==> config.mk <==
export PLATFORM = sky130hd
export DESIGN_NAME = spi_reg_ctrl
export DESIGN_NICKNAME = d
export VERILOG_FILES = /design/src/rtl/spi_reg_ctrl.sv
export SDC_FILE = /design/constraint.sdc
export NUM_CORES = 1
export LEC_CHECK = 0
export ABC_AREA = 1
export BUFFER_PORTS_ARGS = -buffer_cell sky130_fd_sc_hd__buf_2
export CELL_PAD_IN_SITES_DETAIL_PLACEMENT = 1
export CELL_PAD_IN_SITES_GLOBAL_PLACEMENT = 1
export CORE_UTILIZATION = 35
export DETAILED_ROUTE_END_ITERATION = 7
export PLACE_DENSITY = 0.76
export REMOVE_ABC_BUFFERS = 1
export SLEW_MARGIN = 20
export SYNTH_ARGS = -nofsm -noshare
export SYNTH_HDL_FRONTEND = slang
export SYNTH_SLANG_ARGS = --single-unit
==> constraint.sdc <==
create_clock -name sys_clk -period 1 [get_ports sys_clk]
set_input_delay 0.1 -clock sys_clk [delete_from_list [all_inputs] [get_ports sys_clk]]
set_output_delay 0.1 -clock sys_clk [all_outputs]
set_load 0.02 [all_outputs]
==> src/rtl/spi_reg_ctrl.sv <==
// Framed register-access controller behind an SPI slave byte engine.
// One command byte (R/W + 7-bit address) per CS-low frame, then auto-incrementing data bytes.
module spi_reg_ctrl #(
    parameter logic [7:0] STATUS_BYTE = 8'hA5,
    parameter logic [7:0] DUMMY_BYTE  = 8'h00
) (
    input  logic       sys_clk,
    input  logic       sys_rst_n,
    input  logic       cs,
    input  logic       byte_ack,
    input  logic [7:0] byte_rx,
    output logic [7:0] byte_tx,
    output logic [6:0] reg_addr,
    output logic [7:0] reg_wdata,
    output logic       reg_wr,
    output logic       reg_rd,
    input  logic [7:0] reg_rdata,
    output logic       busy,
    output logic       err_ovr,
    input  logic       err_clr
);

    localparam int SYNC_STAGES = 2;

    typedef enum logic [1:0] {
        ST_IDLE,
        ST_CMD,
        ST_WR,
        ST_RD
    } state_t;

    typedef enum logic [1:0] {
        PF_IDLE,
        PF_WAIT,
        PF_LOAD
    } pf_state_t;

    // cs idles high, so the synchronizer resets to the deselected level
    logic cs_sync_reg [SYNC_STAGES];

    genvar gi;
    generate
        for (gi = 0; gi < SYNC_STAGES; gi++) begin : g_cs_sync
            if (gi == 0) begin : g_first
                always_ff @(posedge sys_clk or negedge sys_rst_n) begin
                    if (!sys_rst_n) cs_sync_reg[gi] <= 1'b1;
                    else            cs_sync_reg[gi] <= cs;
                end
            end else begin : g_next
                always_ff @(posedge sys_clk or negedge sys_rst_n) begin
                    if (!sys_rst_n) cs_sync_reg[gi] <= 1'b1;
                    else            cs_sync_reg[gi] <= cs_sync_reg[gi-1];
                end
            end
        end
    endgenerate

    logic cs_hi;
    assign cs_hi = cs_sync_reg[SYNC_STAGES-1];

    state_t    state_reg,    state_next;
    pf_state_t pf_state_reg, pf_state_next;
    logic [6:0] addr_reg,      addr_next;
    logic [7:0] pf_reg,        pf_next;
    logic [7:0] byte_tx_reg,   byte_tx_next;
    logic [6:0] reg_addr_reg,  reg_addr_next;
    logic [7:0] reg_wdata_reg, reg_wdata_next;
    logic       reg_wr_reg,    reg_wr_next;
    logic       reg_rd_reg,    reg_rd_next;
    logic       err_ovr_reg,   err_ovr_next;
    logic [6:0] addr_inc;

    assign addr_inc = addr_reg + 7'd1;

    always_ff @(posedge sys_clk or negedge sys_rst_n) begin
        if (!sys_rst_n) begin
            state_reg     <= ST_IDLE;
            pf_state_reg  <= PF_IDLE;
            addr_reg      <= 7'd0;
            pf_reg        <= 8'd0;
            byte_tx_reg   <= STATUS_BYTE;
            reg_addr_reg  <= 7'd0;
            reg_wdata_reg <= 8'd0;
            reg_wr_reg    <= 1'b0;
            reg_rd_reg    <= 1'b0;
            err_ovr_reg   <= 1'b0;
        end else begin
            state_reg     <= state_next;
            pf_state_reg  <= pf_state_next;
            addr_reg      <= addr_next;
            pf_reg        <= pf_next;
            byte_tx_reg   <= byte_tx_next;
            reg_addr_reg  <= reg_addr_next;
            reg_wdata_reg <= reg_wdata_next;
            reg_wr_reg    <= reg_wr_next;
            reg_rd_reg    <= reg_rd_next;
            err_ovr_reg   <= err_ovr_next;
        end
    end

    always_comb begin
        state_next     = state_reg;
        pf_state_next  = pf_state_reg;
        addr_next      = addr_reg;
        pf_next        = pf_reg;
        byte_tx_next   = byte_tx_reg;
        reg_addr_next  = addr_reg;
        reg_wdata_next = reg_wdata_reg;
        reg_wr_next    = 1'b0;
        reg_rd_next    = 1'b0;
        err_ovr_next   = err_clr ? 1'b0 : err_ovr_reg;

        // Prefetch pipeline: read data returns one cycle after the strobe
        case (pf_state_reg)
            PF_WAIT: pf_state_next = PF_LOAD;
            PF_LOAD: begin
                pf_next       = reg_rdata;
                pf_state_next = PF_IDLE;
            end
            default: pf_state_next = PF_IDLE;
        endcase

        if (cs_hi) begin
            state_next    = ST_IDLE;
            byte_tx_next  = STATUS_BYTE;
            pf_state_next = PF_IDLE;
        end else begin
            case (state_reg)
                ST_IDLE: state_next = ST_CMD;
                ST_CMD: begin
                    if (byte_ack) begin
                        addr_next     = byte_rx[6:0];
                        reg_addr_next = byte_rx[6:0];
                        if (byte_rx[7]) begin
                            byte_tx_next  = DUMMY_BYTE;
                            reg_rd_next   = 1'b1;
                            pf_state_next = PF_WAIT;
                            state_next    = ST_RD;
                        end else begin
                            state_next = ST_WR;
                        end
                    end
                end
                ST_WR: begin
                    if (byte_ack) begin
                        reg_wr_next    = 1'b1;
                        reg_wdata_next = byte_rx;
                        reg_addr_next  = addr_reg;
                        addr_next      = addr_inc;
                    end
                end
                ST_RD: begin
                    if (byte_ack) begin
                        // pf_reg is the pre-capture value, so an overrun ships the stale byte
                        byte_tx_next  = pf_reg;
                        addr_next     = addr_inc;
                        reg_addr_next = addr_inc;
                        reg_rd_next   = 1'b1;
                        pf_state_next = PF_WAIT;
                        if (pf_state_reg != PF_IDLE) err_ovr_next = 1'b1;
                    end
                end
                default: state_next = ST_IDLE;
            endcase
        end
    end

    assign byte_tx   = byte_tx_reg;
    assign reg_addr  = reg_addr_reg;
    assign reg_wdata = reg_wdata_reg;
    assign reg_wr    = reg_wr_reg;
    assign reg_rd    = reg_rd_reg;
    assign busy      = (state_reg != ST_IDLE);
    assign err_ovr   = err_ovr_reg;

endmodule

; Word-level counts from Yosys, hierarchy flattened
; Cells that the tools add are included.
[totals]
register_bits = 47
latch_bits = 0
ramBits = 0
romBits = 0
in_bits = 21
n_memories = 0
[op_classes]
add_sub_neg = 1
n_mul = 0
div_mod_pow = 0
order_cmp = 0
n_eq_ne = 8
shift = 0
muxes = 32
bitwise = 1
n_reduce_logical = 11
[op_table]
columns = operator, n
row1 = two-way mux 8 bit, 4
row2 = one-hot mux 7 bit (2 select lines), 2
row3 = two-way mux 7 bit, 3
row4 = one-hot mux 8 bit (2 select lines), 1
row5 = two-way mux 2 bit, 7
row6 = two-way mux 1 bit, 12
row7 = != test 3 bit (second input constant), 3
row8 = one-hot mux 2 bit (2 select lines), 2
row9 = adder 7 x 1 -> 7 bit (second input constant), 1
row10 = equality test 2 bit (second input constant), 3
row11 = nonzero test 2 bit, 3
row12 = nonzero test 3 bit, 2
row13 = equality test 2 x 1 -> 1 bit (second input constant), 2
row14 = AND reduction 2 bit, 2
row15 = AND reduction 4 bit, 1
row16 = AND reduction 3 bit, 1
row17 = logical NOT 2 bit, 1
row18 = one-hot mux 1 bit (2 select lines), 1
row19 = OR reduction 2 bit, 1
row20 = NOT 1 bit, 1

; Logic depth before layout (Yosys ltp)
; Gate-level depths: netlist of run 1.
[logic_depth]
word_depth = 6
mapped_depth = 8
ltp_nobuf = 8

; Least setup slack after synthesis of run 1
; No wires, ideal clock.
[synth_timing]
kind = reg-to-reg
start = register, netlist name reg_rd
end = register pf_reg[2]
setup_time_ns = 0.125
arrival_ns = 1.143
required_time_ns = 0.875
setup_slack_ns = -0.267
stages_incl_launch_ff = 5
n_path_buf = 1
period_less_slack_ns = 1.267
path_cell_list = dfrtp_1 -> inv_1 -> nand2_1 -> buf_2 -> mux2_2
[synth_lines]
columns = element, line
row1 = to (signal assigned), 91  ; pf_reg <= pf_next;
row2 = to (decl), 64  ; logic [7:0] pf_reg, pf_next;

; Worst setup path after layout of run 1
[layout_timing]
start = register state_reg[0]
end = output busy
[layout_between]
elab_chain_len = 1
[layout_rtl]
columns = element, line
row1 = from (decl), 61  ; state_t state_reg, state_next;
row2 = from (signal assigned), 88  ; state_reg <= state_next;
row3 = nonzero test 2 bit, 173  ; assign busy = (state_reg != ST_IDLE);
row4 = to (decl), 18  ; output logic busy,
; Every way passes these cells.

==> summary.md, run 1 <==
| Metric | Value |
|---|---|
| Antenna cells | 0 |
| Final Hold Viols | 0 |
| Register area share after synthesis | 56.2% |
| NetSw | 2.66 mW |
| Crit path required time | 0.90 ns |
| Peak supply drop | 1300 µV |
| Clock Sinks | 46 |
| Seq cells post-synth | 46 |
| CP endpoint kind | output port |
| Reg-to-Reg End | byte_tx[2]$_DFFE_PN1P_ |
| Mean number of vias per cell | 5.18 |
| CP dominant cell by count | buf_6 |
| I/O Pins | 48 |
| Vias in the first global route | 2175 |
| First-pass DRT Iterations | 4 |
| DRC | 0 |
| Commonest cells in the synthesized netlist | nand2_1, dfrtp_1, inv_1 |
| Largest net degree at the start of global routing | 26 |
| Rel. slew slack | 74.9% |
| Worst-path clk slew | 0.09 ns |
| Leakage | 1.69 nW |
| Reg2Reg Depth | 8 |
| Wirelength per Cell | 21.1 µm |
| Hold Crit Class | in -> reg |
| Top-count cell post-synth | nand2_1 |
| Total Wirelength | 8710 µm |
| Clk pwr share | 24.4% |
| Largest cells by area after synthesis | dfrtp_1, nand2_1, dfstp_2 |
| Routed vias | 2134 |
| CTS tree | yes |
| Yosys top cell area share | 48.5% |
| Max Cap Viol | 0 |
| Reg2Reg Setup Slack | -0.31 ns |
| Met2 Use GR | 41.2% |
| Int Pwr | 4.51 mW |
| H-tree Lvls | 2 |
| Overall power | 7.17 mW |
| Arrival time worst endpoint | 1.21 ns |
| Failing checks | setup timing |
| Final ANT Viol Nets | 0 |
| Startpoint Class | flip-flop |
| Layout cells sized above 1 | 57.6% |
| Layout Nets | 361 |
| Worst Slack Setup Final | -0.315 ns |
| Final GP Congestion | 0.853 |
| DP Area | 0.00262 mm² |
| RR Startpoint | state_reg[0]$_DFFE_PN0P_ |
| FMAX | 761 MHz |
| Switch share | 37.1% |
| Area leader, netlist | dfrtp_1 |
| Critical Path Slowest Stage Cell | dfrtp_1 |
| Power density cells | 2080 mW/mm² |
| Final period utilization | 131% |
| Die span in x | 78.8 µm |
| Combinational share of power | 37.4% |
| Synthesized area per cell | 8.71 µm² |
| Hold endpoint | pf_reg[2]$_DFFE_PN0N_ |
| Die height | 78.8 µm |
| Slowest stage delay, CP | 0.43 ns |
| EDFF count, synth | 0 |
| Die area | 0.00621 mm² |
| GR Util met1 | 31.4% |
| Crit path from | state_reg[0]$_DFFE_PN0P_ |
| RSZ-0062 raised after global routing | yes |
| Primary FF master, synth | dfrtp_1 |
| Initial core utilization | 36.8% |
| Final hold slack | 0.00338 ns |
| Count of unique library cells instantiated by Yosys | 27 |
| Hold path startpoint | reg_rdata[2] |
| Hold path depth | 2 |
| Worst skew pair latency | 0.33 ns |
| Number of fill cells | 634 |
| Async set-reset flop share out of synthesis | 100% |
| Cell row count | 27 |
| Post-Syn Area | 0.00206 mm² |
| Root buffer cell | clkbuf_8 |
| Total track usage | 24.1% |
| CTS buffer count | 5 |
| Worst-margin pin slew | 0.374 ns |
| Port Buffers | 47 |
| Clock Tree Buf Depth | 2 |
| CP Buf/Inv Count | 3 |
| Synth Warn # | 0 |
| Tmin final | 1.31 ns |
| DP HPWL | 4200 µm |
| Final setup fails | 57 |
| Slew Viols, Final | 0 |
| Outcome | finished, violations left |
| Post-Syn Instances | 237 |
| Area growth from synthesis to layout | 67.3% |
| Met3 Track Usage GR | 3.22% |
| Setup Crit Path Kind | reg -> out |
| Busiest layer in global routing | met2 |
| Sequential power share | 38.3% |
| Design Area, Final | 0.00345 mm² |
| Worst-path fanout max | 3 |
| Initial DRC count | 137 |
| Post-layout util | 61.5% |
| Gr ovfl total | 0 |
| Initial antenna violation count | 0 |
| Pre-CTS worst setup slack | -0.294 ns |
| CP top delay family | flip-flops |
| First-pass GRT wire length | 11300 µm |
| Total core area | 0.00561 mm² |
| Clock skew | 0.00913 ns |
| Crit-path cells | inv_2 -> nand2_4 -> buf_6 -> buf_6 |
[how the worst max path moves through the flow]
| stage | end | cells after the start |
|---|---|---|
| after global placement | addr_reg[1]$_DFFE_PN0P_ | 6 |
| after detailed placement | reg_addr[6]$_DFF_PN0_ | 8 |
| final | busy | 4 |
| after global routing | byte_tx[2]$_DFFE_PN1P_ | 8 |
| after CTS | busy | 4 |
| after floorplan | addr_reg[1]$_DFFE_PN0P_ | 6 |
[repair_timing]
action | 4_1_cts | 5_1_grt
endpoints found under the setup margin | 48 | 50
hold endpoints to repair | 43 | 0
pin swaps | 10 | 14
hold buffers | 4 | 0
gates cloned | 0 | 1
resized for setup | 80 | 79
setup buffers | 11 | 5
[power groups by stage]
| stage | sequential, mW | combinational, mW | clock (mW) |
|---|---|---|---|
| after detailed placement | 2.63 | 1.82 | 0 |
| after global placement | 2.61 | 1.76 | 0 |
| after global routing | 2.78 | 2.84 | 1.82 |
| after CTS | 2.62 | 2.15 | 1.71 |
| after floorplan | 2.90 | 0.701 | 0 |
| final | 2.74 | 2.68 | 1.75 |
[cell usage in the layout (no fill, tap or decap), types with 9 or more instances in the layout]
master / n
dfrtp_1: 39
buf_6: 22
inv_1: 17
nand2_4: 13
a21oi_2: 9
nor2_4: 12
nand2_2: 17
buf_2: 38
buf_4: 30
nand2_1: 55
o21ai_1: 10
[metal layers]
metal,vias up,share of wire [%]
li1,953,-
met1,1110,42
met2,55,52
met3,16,3.3
met4,0,2.3
met5,-,0
[area by class of cell]
cell class,instances,area [µm²],share of cell area [%]
Sequential cell,46,1160,33.6
Multi-Input combinational cell,160,1130,32.8
Timing Repair Buffer,100,818,23.7
Inverter,26,113,3.26
Tap cell,72,90.1,2.61
Clock buffer,5,68.8,1.99
Clock inverter,3,68.8,1.99
[per-stage QoR]
step           instances  TNS [ns]
6_report             412    -10.28
5_1_grt              412    -12.39
4_1_cts              407     -6.14
3_5_place_dp         384     -6.29
3_3_place_gp         384     -4.74
2_1_floorplan        232     -5.61
[logic make-up after synthesis]
logic type,after synthesis,share of synthesized area [%]
mux,4,2.18
compound gates,36,9.64
fa+ha+maj,1,0.606
simple gates,119,24.3
flops,46,56.2
buf+inv,31,7.10
No activity file was read; power rests on OpenSTA's default activity.
==> inputs of run 2 (changes only) <==
- CELL_PAD_IN_SITES_DETAIL_PLACEMENT: 1 -> 0
- CTS_CLUSTER_SIZE: unset -> 24
- SLEW_MARGIN: 20 -> 5
==> summary.md, run 2 (same netlist as run 1, synthesis figures left out) <==
| Metric | Value |
|---|---|
| Mean number of vias per cell | 4.62 (was 5.18) |
| Largest net degree at the start of global routing | 26 (unchanged) |
| DRC | 0 (unchanged) |
| Final period utilization | 124% (was 131%) |
| Wirelength per Cell | 13.2 µm (was 21.1 µm) |
| Crit-path cells | inv_4 -> nand2_4 -> buf_6 -> buf_6 (was inv_2 -> nand2_4 -> buf_6 -> buf_6) |
| Pre-CTS worst setup slack | -0.220 ns (was -0.294 ns) |
| Final ANT Viol Nets | 0 (unchanged) |
| Cell row count | 27 (unchanged) |
| Arrival time worst endpoint | 1.14 ns (was 1.21 ns) |
| Layout Nets | 360 (was 361) |
| Worst Slack Setup Final | -0.243 ns (was -0.315 ns) |
| Total Wirelength | 5420 µm (was 8710 µm) |
| Layout cells sized above 1 | 54.3% (was 57.6%) |
| Power density cells | 1890 mW/mm² (was 2080 mW/mm²) |
| Final hold slack | 0.00532 ns (was 0.00338 ns) |
| RR Startpoint | state_reg[1]$_DFFE_PN0P_ (was state_reg[0]$_DFFE_PN0P_) |
| Vias in the first global route | 1809 (was 2175) |
| CP endpoint kind | output port (unchanged) |
| Clock skew | 0.00926 ns (was 0.00913 ns) |
| RSZ-0062 raised after global routing | yes (unchanged) |
| Reg2Reg Setup Slack | -0.24 ns (was -0.31 ns) |
| Worst-path fanout max | 2 (was 3) |
| Initial DRC count | 65 (was 137) |
| Final Hold Viols | 0 (unchanged) |
| First-pass GRT wire length | 8460 µm (was 11300 µm) |
| Max Cap Viol | 0 (unchanged) |
| CP dominant cell by count | buf_6 (unchanged) |
| Worst-path clk slew | 0.09 ns (about the same) |
| Clock Sinks | 46 (unchanged) |
| Total track usage | 17.8% (was 24.1%) |
| Setup Crit Path Kind | reg -> out (unchanged) |
| Critical Path Slowest Stage Cell | dfrtp_1 (unchanged) |
| Outcome | finished, violations left (unchanged) |
| Hold Crit Class | in -> reg (unchanged) |
| Peak supply drop | 868 µV (was 1300 µV) |
| Worst-margin pin slew | 0.320 ns (was 0.374 ns) |
| Final GP Congestion | 0.853 (unchanged) |
| H-tree Lvls | 2 (unchanged) |
| First-pass DRT Iterations | 4 (unchanged) |
| Crit path from | state_reg[1]$_DFFE_PN0P_ (was state_reg[0]$_DFFE_PN0P_) |
| Clock Tree Buf Depth | 2 (unchanged) |
| Area growth from synthesis to layout | 58.4% (was 67.3%) |
| Commonest non-fill, non-tap cell in the layout | nand2_1 (unchanged) |
| Startpoint Class | flip-flop (unchanged) |
| Initial antenna violation count | 0 (unchanged) |
| Die area | 0.00621 mm² (unchanged) |
| Post-route insts no fill | 411 (was 412) |
| CTS tree | yes (unchanged) |
| Worst skew pair latency | 0.31 ns (was 0.33 ns) |
| Failing checks | setup timing (unchanged) |
| Gr ovfl total | 0 (unchanged) |
| Slew Viols, Final | 0 (unchanged) |
| Commonest cells after routing, fill and taps aside | nand2_1, buf_2, dfrtp_1 (was nand2_1, dfrtp_1, buf_2) |
| Antenna cells | 0 (unchanged) |
| Port Buffers | 47 (unchanged) |
| I/O Pins | 48 (unchanged) |
| Crit path required time | 0.90 ns (about the same) |
| Initial core utilization | 36.8% (unchanged) |
| Rel. slew slack | 78.7% (was 74.9%) |
| DP HPWL | 3420 µm (was 4200 µm) |
| Leakage | 1.64 nW (was 1.69 nW) |
| Die span in x | 78.8 µm (unchanged) |
| Root buffer cell | clkbuf_8 (unchanged) |
| Die height | 78.8 µm (unchanged) |
| Final setup fails | 46 (was 57) |
| Slowest stage delay, CP | 0.44 ns (was 0.43 ns) |
| Hold path startpoint | byte_rx[4] (was reg_rdata[2]) |
| Total core area | 0.00561 mm² (unchanged) |
| Placed Cells | 384 (unchanged) |
| Tmin final | 1.24 ns (was 1.31 ns) |
| Routed vias | 1897 (was 2134) |
| CTS buffer count | 5 (unchanged) |
| FMAX | 805 MHz (was 761 MHz) |
run 2: cell types whose count changed in the layout (fill, tap and decap cells not counted), moves of 3 or more:
cell | before | now
nand2_1 | 55 | 64
nand2_4 | 13 | 7
nor2_2 | 1 | 5
nor2_4 | 12 | 8
buf_2 | 38 | 41
nand2_2 | 17 | 14
o21ai_1 | 10 | 13
run 2: worst paths after layout:
path / end / cells after the start
worst max-delay path: busy / 4
worst min-delay path: reg_wdata[4]$_DFFE_PN0P_ / 3
worst max register to register: byte_tx[0]$_DFFE_PN1P_ / 8
worst min register to register: cs_hi$_DFF_PN1_ / 0
max in group asynchronous: byte_tx[5]$_DFFE_PN1P_ / 3
min in group asynchronous: reg_addr[5]$_DFF_PN0_ / 2
run 2: power by group:
part,switching (mW),internal (mW)
clock network,0.648,0.556
logic,1.25,1.07
registers,0.315,2.33
total,2.21,3.95
run 2: layout make-up:
cell class / instances / area [µm²]
multi-input combinational: 160 / 1050
fill: 495 / 2340
clock inverter: 2 / 12.5
sequential: 46 / 1160
timing repair buffer: 99 / 766
inverter: 26 / 105
tap: 72 / 90.1
clock buffer: 6 / 82.6
run 2: metal layers:
metal / GRT usage, % / wire length, µm / share of wire, %
met1: 24.0 / 2410 / 45
met5: 0 / 0 / 0
met3: 3.45 / 222 / 4.1
met4: 6.11 / 71 / 1.3
met2: 28.4 / 2710 / 50
run 2: timing repair:
| action | CTS | global route |
|---|---|---|
| resized for setup | 50 | 79 |
| gates cloned | 0 | 0 |
| buffers inserted | 9 | 7 |
| hold buffers | 4 | 0 |
| pin swaps | 5 | 16 |
| endpoints found under the setup margin | 48 | 50 |
| endpoints found under the hold margin | 43 | 0 |
run 2: stage by stage:
stage	setup TNS [ns]	power (mW)	area (µm²)	utilization (%)
after floorplan	-5.61	3.60	2020	-
after global placement	-4.74	4.36	2620	46.6
after detailed placement	-4.79	4.38	2620	46.6
after CTS	-6.09	5.77	2950	52.6
after global routing	-9.58	6.57	3270	58.3
final	-7.10	6.16	3270	58.3
run 2: worst max-delay path: cells and delay by family (launching register included):
| kind | cells | cell delay [ns] |
|---|---|---|
| simple gates | 1 | 0.07 |
| buf+inv | 3 | 0.33 |
| flops | 1 | 0.44 |
